`config.mk`:
```
export PLATFORM = sky130hd
export DESIGN_NAME = lsaddrbuf
export DESIGN_NICKNAME = d
export VERILOG_FILES = /design/src/rtl/lsaddrbuf_pkg.sv /design/src/rtl/lsaddrbuf_lsagen.sv /design/src/rtl/lsaddrbuf.sv
export SDC_FILE = /design/constraint.sdc
export NUM_CORES = 1
export LEC_CHECK = 0
export CORE_MARGIN = 5
export CORE_UTILIZATION = 50
export CTS_BUF_LIST = sky130_fd_sc_hd__clkbuf_8
export CTS_CLUSTER_DIAMETER = 100
export DETAILED_ROUTE_END_ITERATION = 8
export HOLD_SLACK_MARGIN = 0.1
export PLACE_DENSITY_LB_ADDON = 0.15
export SETUP_SLACK_MARGIN = 0.5
export SKIP_CTS_REPAIR_TIMING = 1
export SYNTH_ARGS = -nofsm -noshare
export SYNTH_HDL_FRONTEND = slang
export SYNTH_SLANG_ARGS = --single-unit
```
`constraint.sdc`:
```
create_clock -name clk -period 3.65 [get_ports clk]
set_clock_uncertainty 0.15 [all_clocks]
set_input_delay 0.5475 -clock clk [delete_from_list [all_inputs] [get_ports clk]]
set_output_delay 0.5475 -clock clk [all_outputs]
set_load 0.03 [all_outputs]
```
`src/rtl/lsaddrbuf_pkg.sv`:
```
`default_nettype none
// ============================================================================
// Module   : lsaddrbuf_pkg
// Brief    : Shared widths, opcode encodings and entry record for lsaddrbuf.
// Revision : 1.0 - initial release
// ============================================================================
package lsaddrbuf_pkg;

    localparam int TAG_W  = 6;
    localparam int DATA_W = 32;
    localparam int IMM_W  = 16;

    typedef enum logic {
        LS_LOAD  = 1'b0,
        LS_STORE = 1'b1
    } ls_op_e;

    typedef struct packed {
        ls_op_e              opcode;
        logic [DATA_W-1:0]   addr;
        logic [DATA_W-1:0]   wdata;
        logic [TAG_W-1:0]    rdtag;
        logic                misalign;
    } ls_entry_t;

endpackage
`default_nettype wire

```
`src/rtl/lsaddrbuf_lsagen.sv`:
```
`default_nettype none
// ============================================================================
// Module   : lsagen
// Brief    : Effective-address generator: base + sign-extended offset, plus
//            word-misalignment detect.
// Revision : 1.0 - initial release
// ============================================================================
module lsagen
    import lsaddrbuf_pkg::*;
(
    input  logic [DATA_W-1:0] rsdata,
    input  logic [IMM_W-1:0]  imm,
    output logic [DATA_W-1:0] addr,
    output logic              misalign
);

    logic [DATA_W-1:0] w_imm_sext;

    assign w_imm_sext = {{(DATA_W-IMM_W){imm[IMM_W-1]}}, imm};
    assign addr       = rsdata + w_imm_sext;
    assign misalign   = |addr[1:0];

endmodule
`default_nettype wire

```
`src/rtl/lsaddrbuf.sv`:
```
`default_nettype none
// ============================================================================
// Module   : lsaddrbuf
// Brief    : In-order load/store address buffer between the LS issue queue
//            and the data cache.
// Revision : 1.0 - initial release
// ============================================================================
module lsaddrbuf
    import lsaddrbuf_pkg::*;
#(
    parameter int DEPTH = 4
) (
    input  logic                      clk,
    input  logic                      reset,
    input  logic                      issue_en,
    input  logic                      issue_opcode,
    input  logic [IMM_W-1:0]          issue_imm,
    input  logic [TAG_W-1:0]          issue_rdtag,
    input  logic [DATA_W-1:0]         issue_rsdata,
    input  logic [DATA_W-1:0]         issue_rtdata,
    output logic                      issue_ready,
    input  logic                      flush,
    output logic                      dcache_en,
    output logic                      dcache_we,
    output logic [DATA_W-1:0]         dcache_addr,
    output logic [DATA_W-1:0]         dcache_wdata,
    output logic [TAG_W-1:0]          dcache_rdtag,
    output logic                      dcache_misalign,
    input  logic                      dcache_ready,
    output logic [$clog2(DEPTH):0]    count
);

    localparam int PTR_W = $clog2(DEPTH);
    localparam int CNT_W = PTR_W + 1;
    localparam logic [CNT_W-1:0] c_full = CNT_W'(DEPTH);

    ls_entry_t          r_mem [DEPTH];
    logic [DEPTH-1:0]   r_valid;
    logic [PTR_W-1:0]   r_head;
    logic [PTR_W-1:0]   r_tail;
    logic [CNT_W-1:0]   r_count;

    logic [DATA_W-1:0]  w_agen_addr;
    logic               w_agen_misalign;
    ls_entry_t          w_new;
    ls_entry_t          w_head;
    logic               w_enq;
    logic               w_deq;

    lsagen u_lsagen (
        .rsdata   (issue_rsdata),
        .imm      (issue_imm),
        .addr     (w_agen_addr),
        .misalign (w_agen_misalign)
    );

    // Unused fields are zeroed at capture so the head mux needs no opcode decode.
    always_comb begin
        w_new          = '0;
        w_new.opcode   = ls_op_e'(issue_opcode);
        w_new.addr     = w_agen_addr;
        w_new.wdata    = issue_opcode ? issue_rtdata : '0;
        w_new.rdtag    = issue_opcode ? '0 : issue_rdtag;
        w_new.misalign = w_agen_misalign;
    end

    assign issue_ready = (r_count < c_full);
    assign dcache_en   = r_valid[r_head];
    assign w_enq       = issue_en && issue_ready && !flush;
    assign w_deq       = dcache_en && dcache_ready && !flush;
    assign count       = r_count;

    always_ff @(posedge clk or negedge reset) begin
        if (!reset) begin
            r_valid <= '0;
            r_head  <= '0;
            r_tail  <= '0;
            r_count <= '0;
        end else if (flush) begin
            r_valid <= '0;
            r_head  <= '0;
            r_tail  <= '0;
            r_count <= '0;
        end else begin
            // Enqueue needs not-full and dequeue needs not-empty, so the two
            // indices can never collide in one cycle.
            if (w_enq) begin
                r_valid[r_tail] <= 1'b1;
                r_tail          <= r_tail + PTR_W'(1);
            end
            if (w_deq) begin
                r_valid[r_head] <= 1'b0;
                r_head          <= r_head + PTR_W'(1);
            end
            case ({w_enq, w_deq})
                2'b10:   r_count <= r_count + CNT_W'(1);
                2'b01:   r_count <= r_count - CNT_W'(1);
                default: r_count <= r_count;
            endcase
        end
    end

    always_ff @(posedge clk) begin
        if (w_enq) begin
            r_mem[r_tail] <= w_new;
        end
    end

    assign w_head          = r_mem[r_head];
    assign dcache_we       = dcache_en & (w_head.opcode == LS_STORE);
    assign dcache_addr     = dcache_en ? w_head.addr  : '0;
    assign dcache_wdata    = dcache_en ? w_head.wdata : '0;
    assign dcache_rdtag    = dcache_en ? w_head.rdtag : '0;
    assign dcache_misalign = dcache_en & w_head.misalign;

endmodule
`default_nettype wire
```
# == Yosys cells after proc, flatten, opt, wreduce, memory -nomap -nowiden ==
# Memories as Yosys holds them, arrays and structs flattened.
# Index checks and enable logic that the tools add are counted.
# word_totals
ff_bits,11
wordCells,56
input_bits,92
ram_bits,288
memories,1
output_inout_bits,77
# classes
n_eq_ne,2
n_bitwise,5
reduce_logical,11
order_cmp,5
n_addsub,5
muxes,23
# mem_list
name,depth,width,rd,rd_clocked_by_memory_dff,wr,line_no,text
r_mem,4,72,1,0,1,lsaddrbuf.sv:37,ls_entry_t r_mem [DEPTH];
# ops
cell,count
$mux W32,3
$add A32 B32 Y32,1
$mux W4,4
$mux W6,2
$mux W2,4
$logic_and A1 B1 Y1,6
$lt A2 B3 Y1 const B,2
$pmux W3 S2,1
$mux W1,5
$add A2 B1 Y2 const B,2
$and A4 B4 Y4,1
$demux W1 S2,2
$ge A2 B1 Y1 const B,2
$not A4 Y4,1
$or A4 B4 Y4,1
$reduce_bool A2 Y1,2
$add A3 B1 Y3 const B,1
$lt A3 B3 Y1 const B,1
$mux W3,1
$reduce_bool A3 Y1,1
$sub A3 B1 Y3 const B,1
$and A1 B1 Y1,2
$bmux W1 S2,1
$eq A2 B1 Y1 const B,1
other kinds (3),3

# == Longest topological paths before layout ==
# Gate-level depths: netlist (run 1).
# depth
word_depth,10
depth_mapped,8
ltp_nobuf,8

# == Hierarchy ==
# Synthesis (run 1) repeated with hierarchy kept, for this count alone.
# unflattened
cells_unflattened,812
area_unflattened_um2,13588.0
# by_module_without_submodules
mod,cells_each,instances,area_per_inst_um2,seq_area_each_um2
lsaddrbuf,575,1,11856.4,8923.6
lsagen,237,1,1731.7,0.0

# == Worst setup path after synthesis (run 1) ==
# No wires, ideal clock.
# synth_timing
kind,in2reg
from,input issue_en
to,"memory r_mem[0][0] (netlist name), enable pin"
path_stages,4
t_required_ns,3.061
slack_ns,0.240
n_path_buf,1
setup_ns,0.439
arrival_ns,2.821
path_cell_list,nor2b_1 -> clkbuf_1 -> nor2b_1 -> and2_1
# synth_between
elab_chain_len,4
# synth_rtl
item,line_no,text
start: declaration,lsaddrbuf.sv:15,"input logic issue_en,"
$logic_and A1 B1 Y1 (2 in a row),lsaddrbuf.sv:69,assign w_enq = issue_en && issue_ready && !flush;
$mux W1,lsaddrbuf.sv:104,if (w_enq) begin
$mux W1 (implied by the code),lsaddrbuf.sv:105,r_mem[r_tail] <= w_new;
end: declaration,lsaddrbuf.sv:37,
# No other way between the ends.

# == Final worst setup path (run 1) ==
# layout_timing
from,register r_head[0]
to,output dcache_addr[15]
# layout_between
elab_chain_len,3
word_cells_on_any_way,4
classes_between,mux (3); memory (1)
# layout_rtl
item,line_no,text
start: declaration,lsaddrbuf.sv:39,logic [PTR_W-1:0] r_head;
start signal: assignment,lsaddrbuf.sv:93,r_head <= r_head + PTR_W'(1);
$bmux W1 S2,lsaddrbuf.sv:68,assign dcache_en = r_valid[r_head];
$mux W1 (implied by the code),lsaddrbuf.sv:68,
$mux W32 (*),lsaddrbuf.sv:111,assign dcache_addr = dcache_en ? w_head.addr : '0;
end: declaration,lsaddrbuf.sv:25,"output logic [DATA_W-1:0] dcache_addr,"
# Every way passes the cells marked *; elsewhere a longest branch is shown, timed or not. The select of a mux whose other input is x is not followed.

==> impl_metrics.ini, run 1 <==
[synthesis]
synth_area_um2 = 13570
synth_nets = 950
ys_seq_area_share_pct = 65.74
avgSynthCellArea_um2 = 16.61
dominantRegCellSynth = edfxtp_1
synth_cell_types = 59
ys_seq_elements = 299
synth_top_area_share_pct = 63.72
synth.largest_area_cell = edfxtp_1
yosysWarnings = 0
netlist_instances = 817
synthArstFlopShare_pct = 3.679
ys_top_cells_by_area = edfxtp_1 64%, mux4_2 12%, and2_1 5.1%, ha_1 3.6%, dfrtp_1 2.0%
synth_edf_count = 288

[sta]
setup_viol = 0
final_hold_viol_count = 0
report.final.slew_viol_count = 0
fmax_mhz = 338.7
layout_min_cycle_time_ns = 2.952
tightestPinTransition_ns = 0.5287
relSlewSlack_pct = 64.38
post-route-period-util_pct = 80.89
rsz0062_at_grt = false
totalNegativeSetupSlack_ns = 0

[global_route]
antenna_found_initial = 1
grt_max_degree = 77
grtUsageMet1_pct = 23.13
grt_usage_pct = 17.69
grt_pass1_vias = 8145
grt_busiest_layer = met2
grt_pass1_wl_mm = 43.39
grt-ovfl-total = 0
met2_usage_pct = 31.03
grtUsageMet3_pct = 3.267

[drt]
ant_nets = 0
drtIter0Drc = 469
drcViolationCount = 0
drt-total-wl_mm = 27.01
wl_per_cell_um = 19.34
vias = 7669
routed_via_density = 5.490
firstDrtPassIters = 5

[placed_design]
dp_hpwl_mm = 17.62
gp_congestion = 0.8636
portBuffers = 168

[power]
vdd.ir_drop.worst_mv = 0.2615
p_leak_nw = 5.891
p_per_area_nw_per_um2 = 504.6
p_int_w = 0.006176
power.share.switching_pct = 27.06
power_frac_clock_pct = 30.2
p_switching_w = 0.002292
combinationalPowerShare_pct = 21.9
pwr-share-seq_pct = 47.9

[run]
cap_violations = 0

[worst_setup_path]
crit_fanout = 38
critPathMaxStageDelay_ns = 0.54
endpoint_kind = primary output
critPathLaunch = r_head[0]
cp-start-kind = flop
slowest_stage = mux4_2
cp_top_family = multiplexers
crit_chain = buf_12 > mux4_2 > and2_1 > buf_4
cp.required_ns = 2.95
cp.arrival_ns = 2.25
path_class = reg -> out
crit_buf_inv = 2
rr_startpoint = r_head[0]

[cts]
cts_buffers = 48
clock_latency_ns = 0.53
cts_buffer_depth = 3
cts_tree = built
cts.clk_slew.worst_paths_ns = 0.07
cts_root_buffer = clkbuf_8
htree_num_levels = 2
cts.sinks = 299

[floorplan]
num_rows = 60
die_y_um = 174.8
dieArea_um2 = 30540
start_util_pct = 50.50
core-area_um2 = 26880
pin_count = 169
die_x_um = 174.8

[status]
outcome = finished clean

[hold_path]
hold_path_class = in -> async

[final_layout]
drive_above_1_share_pct = 23.13
nets = 1149
area_growth_pct = 23.64
utilization_pct = 62.44
[through the flow]
step / cell area [um^2] / setup slack [ns] / power, W / hold WS, ns / std cells
detailed placement: 15900 / 0.09925 / 0.006003 / 0.4446 / 1307
floorplan: 13580 / 0.9163 / 0.005256 / 0.1019 / 817
CTS: 16770 / 0.6221 / 0.008573 / 0.1767 / 1396
global placement: 15900 / 0.1937 / 0.005981 / 0.4398 / 1307
global route: 16780 / 0.5285 / 0.008873 / 0.2060 / 1397
finish: 16780 / 0.6975 / 0.008468 / 0.2050 / 1397
[registers in the layout, summed over array words and instances, names as in the netlist]
register,cells
count,3
r_valid,4
r_head,2
r_mem,288
r_tail,2
[layer usage]
metal  wire [um]  vias up
met3        1527       36
li1            -     3609
met1       11530     3782
met2       13510      242
met4         443        0
met5           0        -
[cell usage in the layout, fill, tap and decap left out, types with 4 or more instances in the layout]
cell type,netlist,routed
a21o_1,11,11
a21oi_1,34,34
a2bb2oi_1,4,4
a31oi_1,4,4
and2_1,111,107
and2_4,0,4
and3_1,4,4
buf_12,0,32
buf_4,1,62
clkbuf_8,0,49
clkdlybuf4s50_1,0,95
clkinv_1,0,17
clkinv_2,0,5
dfrtp_1,11,9
edfxtp_1,288,288
ha_1,39,39
inv_1,10,23
mux4_2,73,73
nand2_1,30,30
nand3_1,5,5
nor2_1,25,25
nor2b_1,13,13
nor3_1,4,4
o211ai_1,4,4
o21ai_0,19,18
o21bai_1,4,4
xnor2_1,16,16
xor2_1,18,18
[synthesized netlist by cell type, types with 5 or more instances]
master and number:
nand3_1 5, mux4_2 73, a21o_1 11, o21ai_0 19, inv_1 10, a21oi_1 34, ha_1 39, and2_1 111
nand2_1 30, nor2b_1 13, xor2_1 18, nor2_1 25, buf_2 10, dfrtp_1 11, xnor2_1 16, edfxtp_1 288
clkbuf_1 25
[cell type report]
cell class	instances	area, um^2
timing repair buffer	189	2057
clock inverter	40	198.9
multi-input combinational	468	4453
tap	341	426.7
inverter	10	37.54
clock buffer	49	674.4
antenna	1	2.502
fill	2047	10090
sequential	299	8931
[cell families (layout without fill, tap and decap cells)]
family	after synthesis	in the layout	share of synthesized area, %
simple gates	203	203	8.297
other cells	0	1	0
fa+ha+maj	41	41	3.890
xor+xnor	34	34	2.194
flops	299	299	65.74
mux	77	77	12.42
buf+inv	50	288	1.567
compound gates	113	113	5.891
[worst paths after layout]
path	endpoint	slack [ns]	cells past startpoint
worst max register to register	count[2]	1.24	7
worst max-delay path	dcache_addr[15]	0.70	4
worst min-delay path	r_tail[1]	0.20	1
min in group clk	r_tail[0]	0.45	2
max in group asynchronous	r_head[0]	2.75	1
worst min register to register	r_tail[0]	0.45	2
[power groups by stage]
| stage | Combinational [W] | Sequential [W] | Clock (W) |
|---|---|---|---|
| 6_report | 0.00186 | 0.00405 | 0.00256 |
| 5_1_grt | 0.00200 | 0.00407 | 0.00281 |
| 4_1_cts | 0.00188 | 0.00405 | 0.00264 |
| 3_5_place_dp | 0.00188 | 0.00413 | 0 |
| 3_3_place_gp | 0.00186 | 0.00412 | 0 |
| 2_1_floorplan | 0.00113 | 0.00412 | 0 |
Note: power is estimated with default switching activity, not from simulation.
==> run 2: changes to the inputs <==
clock period = 2.55 ns   (was 3.65 ns; I/O delays follow)
==> impl_metrics.ini, run 2 (same netlist as run 1, synthesis figures left out) <==
[status]
outcome = finished, violations left
violations = setup timing

[global_route]
grt-ovfl-total = 0
grt_usage_pct = 18.56
grt_pass1_vias = 8541
grt_pass1_wl_mm = 45.40
antenna_found_initial = 0
grt_max_degree = 62

[power]
p_total_w = 0.01311
power.share.switching_pct = 27.72
p_switching_w = 0.003635
p_leak_nw = 7.309
pwr-share-seq_pct = 44.3
power_frac_clock_pct = 26.7
p_per_area_nw_per_um2 = 674.8
vdd.ir_drop.worst_mv = 0.2938
p_int_w = 0.009478
combinationalPowerShare_pct = 29.0

[run]
cap_violations = 0

[final_layout]
finalInstanceArea_um2 = 19430
seqCellArea_um2 = 8932
nets = 1292
drive_above_1_share_pct = 45.22
fillers = 1734
final_cell_mix = 288 x edfxtp_1, 143 x buf_4, 73 x mux4_2, 64 x and2_1, 52 x clkdlybuf4s50_1
multi_input_area_um2 = 5540
largest_register_ff_count = 288
largest-register = r_mem
final_common_cell = edfxtp_1
final_cells = 1533
area_growth_pct = 43.18
diodes = 0

[floorplan]
dieArea_um2 = 30540
num_rows = 60
die_y_um = 174.8
pin_count = 169
start_util_pct = 50.50
core-area_um2 = 26880
die_x_um = 174.8

[cts]
cts.sinks = 299
cts.clk_slew.worst_paths_ns = 0.06
clock_latency_ns = 0.55
cts_tree = built
htree_num_levels = 2
cts_buffers = 45
cts_root_buffer = clkbuf_8
cts_buffer_depth = 3

[drt]
met3_wirelength_mm = 1.286
ant_nets = 0
vias = 8336
top_layer_used = met4
firstDrtPassIters = 5
drtIter0Drc = 489
wl_per_cell_um = 20.83
drt-total-wl_mm = 31.93
drcViolationCount = 0
wl_met2_mm = 16.90
routed_via_density = 5.438
wirelength_met1_mm = 13.37

[sta]
report.final.slew_viol_count = 0
tightestPinTransition_ns = 0.5818
relSlewSlack_pct = 61.09
holdWs_ns = 0.1285
fin_ws_ns = -0.2118
layout_min_cycle_time_ns = 2.762
final_hold_viol_count = 0
setup_viol = 73
fmax_mhz = 362.1
post-route-period-util_pct = 108.3
rsz0062_at_grt = true

[worst_setup_path]
endpoint_kind = primary output
path_class = reg -> out
cp.required_ns = 2.02
rrSetupSlack_ns = 0.08
cp.arrival_ns = 2.23
crit_buf_inv = 3
crit_chain = buf_6 > clkbuf_16 > mux4_2 > and2_1 > buf_4
crit_fanout = 7
cp-start-kind = flop
cp_top_family = buffers and inverters
slowest_stage = mux4_2
r2r_cells = 9
path_depth = 5
critPathMaxStageDelay_ns = 0.50

[placed_design]
portBuffers = 168
dp_hpwl_mm = 19.17
place_inst = 1419
gp_congestion = 0.8626
dpl-instance-area_um2 = 16880

[hold_path]
hold_depth = 3
hold_path_class = in -> reg
==> run 2: per-stage QoR <==
step / TNS, ns / utilization [%] / worst slack, ns
2_1_floorplan: 0 / - / 0.09809
3_3_place_gp: -35.62 / 62.80 / -0.5195
3_5_place_dp: -39.83 / 62.80 / -0.5964
4_1_cts: -17.67 / 65.80 / -0.3182
5_1_grt: -15.16 / 72.31 / -0.2618
6_report: -11.77 / 72.31 / -0.2118
==> run 2: worst paths after layout <==
path,start,to
max,r_head[0],dcache_wdata[24]
min,issue_imm[0],r_mem[0][0]
max reg2reg,r_head[0],count[2]
min reg2reg,count[2],count[2]
max in group asynchronous,reset,r_head[1]
min in group asynchronous,reset,r_tail[1]
==> run 2: layer usage <==
layer  up-vias  GRT usage, %
li1       3883             -
met1      4208         24.61
met2       219         32.85
met3        26         2.856
met4         0         3.928
met5         -             0
==> run 2: power by group through the flow <==
stage               clock [W]  combinational (W)  sequential, W
global placement            0            0.00296        0.00590
global route          0.00381            0.00403        0.00582
CTS                   0.00357            0.00301        0.00581
finish                0.00350            0.00380        0.00581
detailed placement          0            0.00300        0.00591
floorplan                   0            0.00169        0.00590
==> run 2: final cells by class <==
| class | instances | share of cell area (%) |
|---|---|---|
| multi-input cells | 468 | 28.51 |
| repair buffers | 335 | 18.99 |
| inverters | 10 | 0.1932 |
| well taps | 341 | 2.195 |
| clock inverters | 34 | 0.8885 |
| clock buffers | 46 | 3.258 |
| flip-flops and latches | 299 | 45.96 |
==> run 2: worst reg2reg max path: stages (launching register included) <==
cell	delay (ns)
dfrtp_4	0.47
mux4_2	0.55
buf_12	0.18
buf_4	0.16
nand2_8	0.10
nor3_2	0.06
fa_2	0.36
nor4_2	0.23
a221oi_1	0.08
nor2_1	0.09
==> run 3: changes to the inputs <==
CAP_MARGIN = 5   (was not set)
CORE_MARGIN = 2   (was 5)
==> impl_metrics.ini, run 3 (same netlist as run 1, synthesis figures left out) <==
[status]
outcome = finished, violations left
violations = setup timing

[final_layout]
diodes = 0
largest_register_ff_count = 288
finalInstanceArea_um2 = 18890
nets = 1280
final_cell_mix = 288 x edfxtp_1, 155 x buf_4, 73 x mux4_2, 65 x and2_1, 55 x clkdlybuf4s50_1
area_growth_pct = 39.17
final_common_cell = edfxtp_1
drive_above_1_share_pct = 43.68
largest-register = r_mem

[cts]
cts.sinks = 299
htree_num_levels = 2
cts_buffer_depth = 3
cts_tree = built
cts_root_buffer = clkbuf_8
cts_buffers = 46
clock_latency_ns = 0.54
cts.clk_slew.worst_paths_ns = 0.06

[drt]
drcViolationCount = 0
ant_nets = 0
wl_per_cell_um = 19.62
drt-total-wl_mm = 29.82
drtIter0Drc = 502
routed_via_density = 5.433
firstDrtPassIters = 5
vias = 8258

[hold_path]
hold_path_class = in -> reg

[sta]
post-route-period-util_pct = 108.3
tightestPinTransition_ns = 0.5661
fin_ws_ns = -0.2114
fmax_mhz = 362.1
setup_viol = 73
report.final.slew_viol_count = 0
layout_min_cycle_time_ns = 2.761
rsz0062_at_grt = true
relSlewSlack_pct = 62.14
final_hold_viol_count = 0

[power]
p_per_area_nw_per_um2 = 670.8
p_leak_nw = 7.059
vdd.ir_drop.worst_mv = 0.3444

[floorplan]
pin_count = 169
die_x_um = 168.8
num_rows = 60
start_util_pct = 50.64
core-area_um2 = 26800
dieArea_um2 = 28480
die_y_um = 168.8

[run]
cap_violations = 0

[worst_setup_path]
crit_fanout = 10
path_class = reg -> out
cp.arrival_ns = 2.23
cp-start-kind = flop
cp.required_ns = 2.02
endpoint_kind = primary output

[global_route]
antenna_found_initial = 0
grt-ovfl-total = 0
grt_usage_pct = 19.42
grt_pass1_wl_mm = 43.39
grt_pass1_vias = 8425
grt_max_degree = 77

[placed_design]
dpl-instance-area_um2 = 16780
dp_hpwl_mm = 17.79
portBuffers = 168
gp_congestion = 0.8358
place_ws_ns = -0.5958
run 3: cell count changes in the layout (fill, tap and decap cells not counted), sizes merged:
cell | previous run | this run
clkinv | 11 | 7
dlymetal6s2s | 38 | 27
inv | 30 | 35
bufinv | 1 | 0
clkinvlp | 2 | 1
clkdlybuf4s50 | 52 | 55
buf | 232 | 228
run 3: metal layers:
| layer | GRT usage [%] | wire length (um) | vias to the layer above |
|---|---|---|---|
| li1 | - | - | 3856 |
| met1 | 25.71 | 12870 | 4176 |
| met2 | 33.82 | 15360 | 184 |
| met3 | 3.250 | 1100 | 42 |
| met4 | 4.760 | 495 | 0 |
| met5 | 0 | 0 | - |
run 3: worst max-delay path, cell delays in order (launching register included):
cell and delay [ns]:
dfrtp_4 0.50, buf_12 0.16, clkbuf_16 0.19, mux4_2 0.49, and2_1 0.18, buf_4 0.16
run 3: through the flow:
stage	std cells	power [W]	setup TNS, ns	hold slack (ns)	utilization, %
finish	1520	0.01267	-12.38	0.1411	70.48
detailed placement	1412	0.008831	-41.48	0.4335	62.60
global route	1520	0.01321	-18.54	0.1137	70.48
CTS	1492	0.01225	-23.73	0.04114	65.53
global placement	1412	0.008791	-37.06	0.4453	62.60
floorplan	817	0.007590	0	-0.06309	-
run 3: path summary, 6_finish.rpt:
| path | start | end | slack, ns | cells after the start |
|---|---|---|---|---|
| worst min-delay path | issue_imm[0] | r_mem[3][0] | 0.14 | 3 |
| worst max-delay path | r_head[0] | dcache_addr[6] | -0.21 | 5 |
| worst max register to register | r_head[0] | count[2] | 0.14 | 7 |
| min in group asynchronous | reset | r_valid[3] | 0.59 | 2 |
| worst min register to register | count[1] | count[1] | 0.44 | 2 |
| max in group asynchronous | reset | r_head[1] | 1.22 | 2 |
run 3: where the power goes:
part           switching (W)  internal (W)
Combinational        0.00171       0.00174
Clock                0.00170       0.00171
Sequential         0.0000694       0.00574
run 3: final cells by class:
| cell class | count | area, um^2 |
|---|---|---|
| inverter | 10 | 37.54 |
| clock buffer | 47 | 646.9 |
| multi-input combinational | 468 | 5399 |
| timing repair buffer | 322 | 3308 |
| sequential | 299 | 8932 |
| tap | 341 | 426.7 |
| fill | 1722 | 7911 |
| clock inverter | 33 | 138.9 |
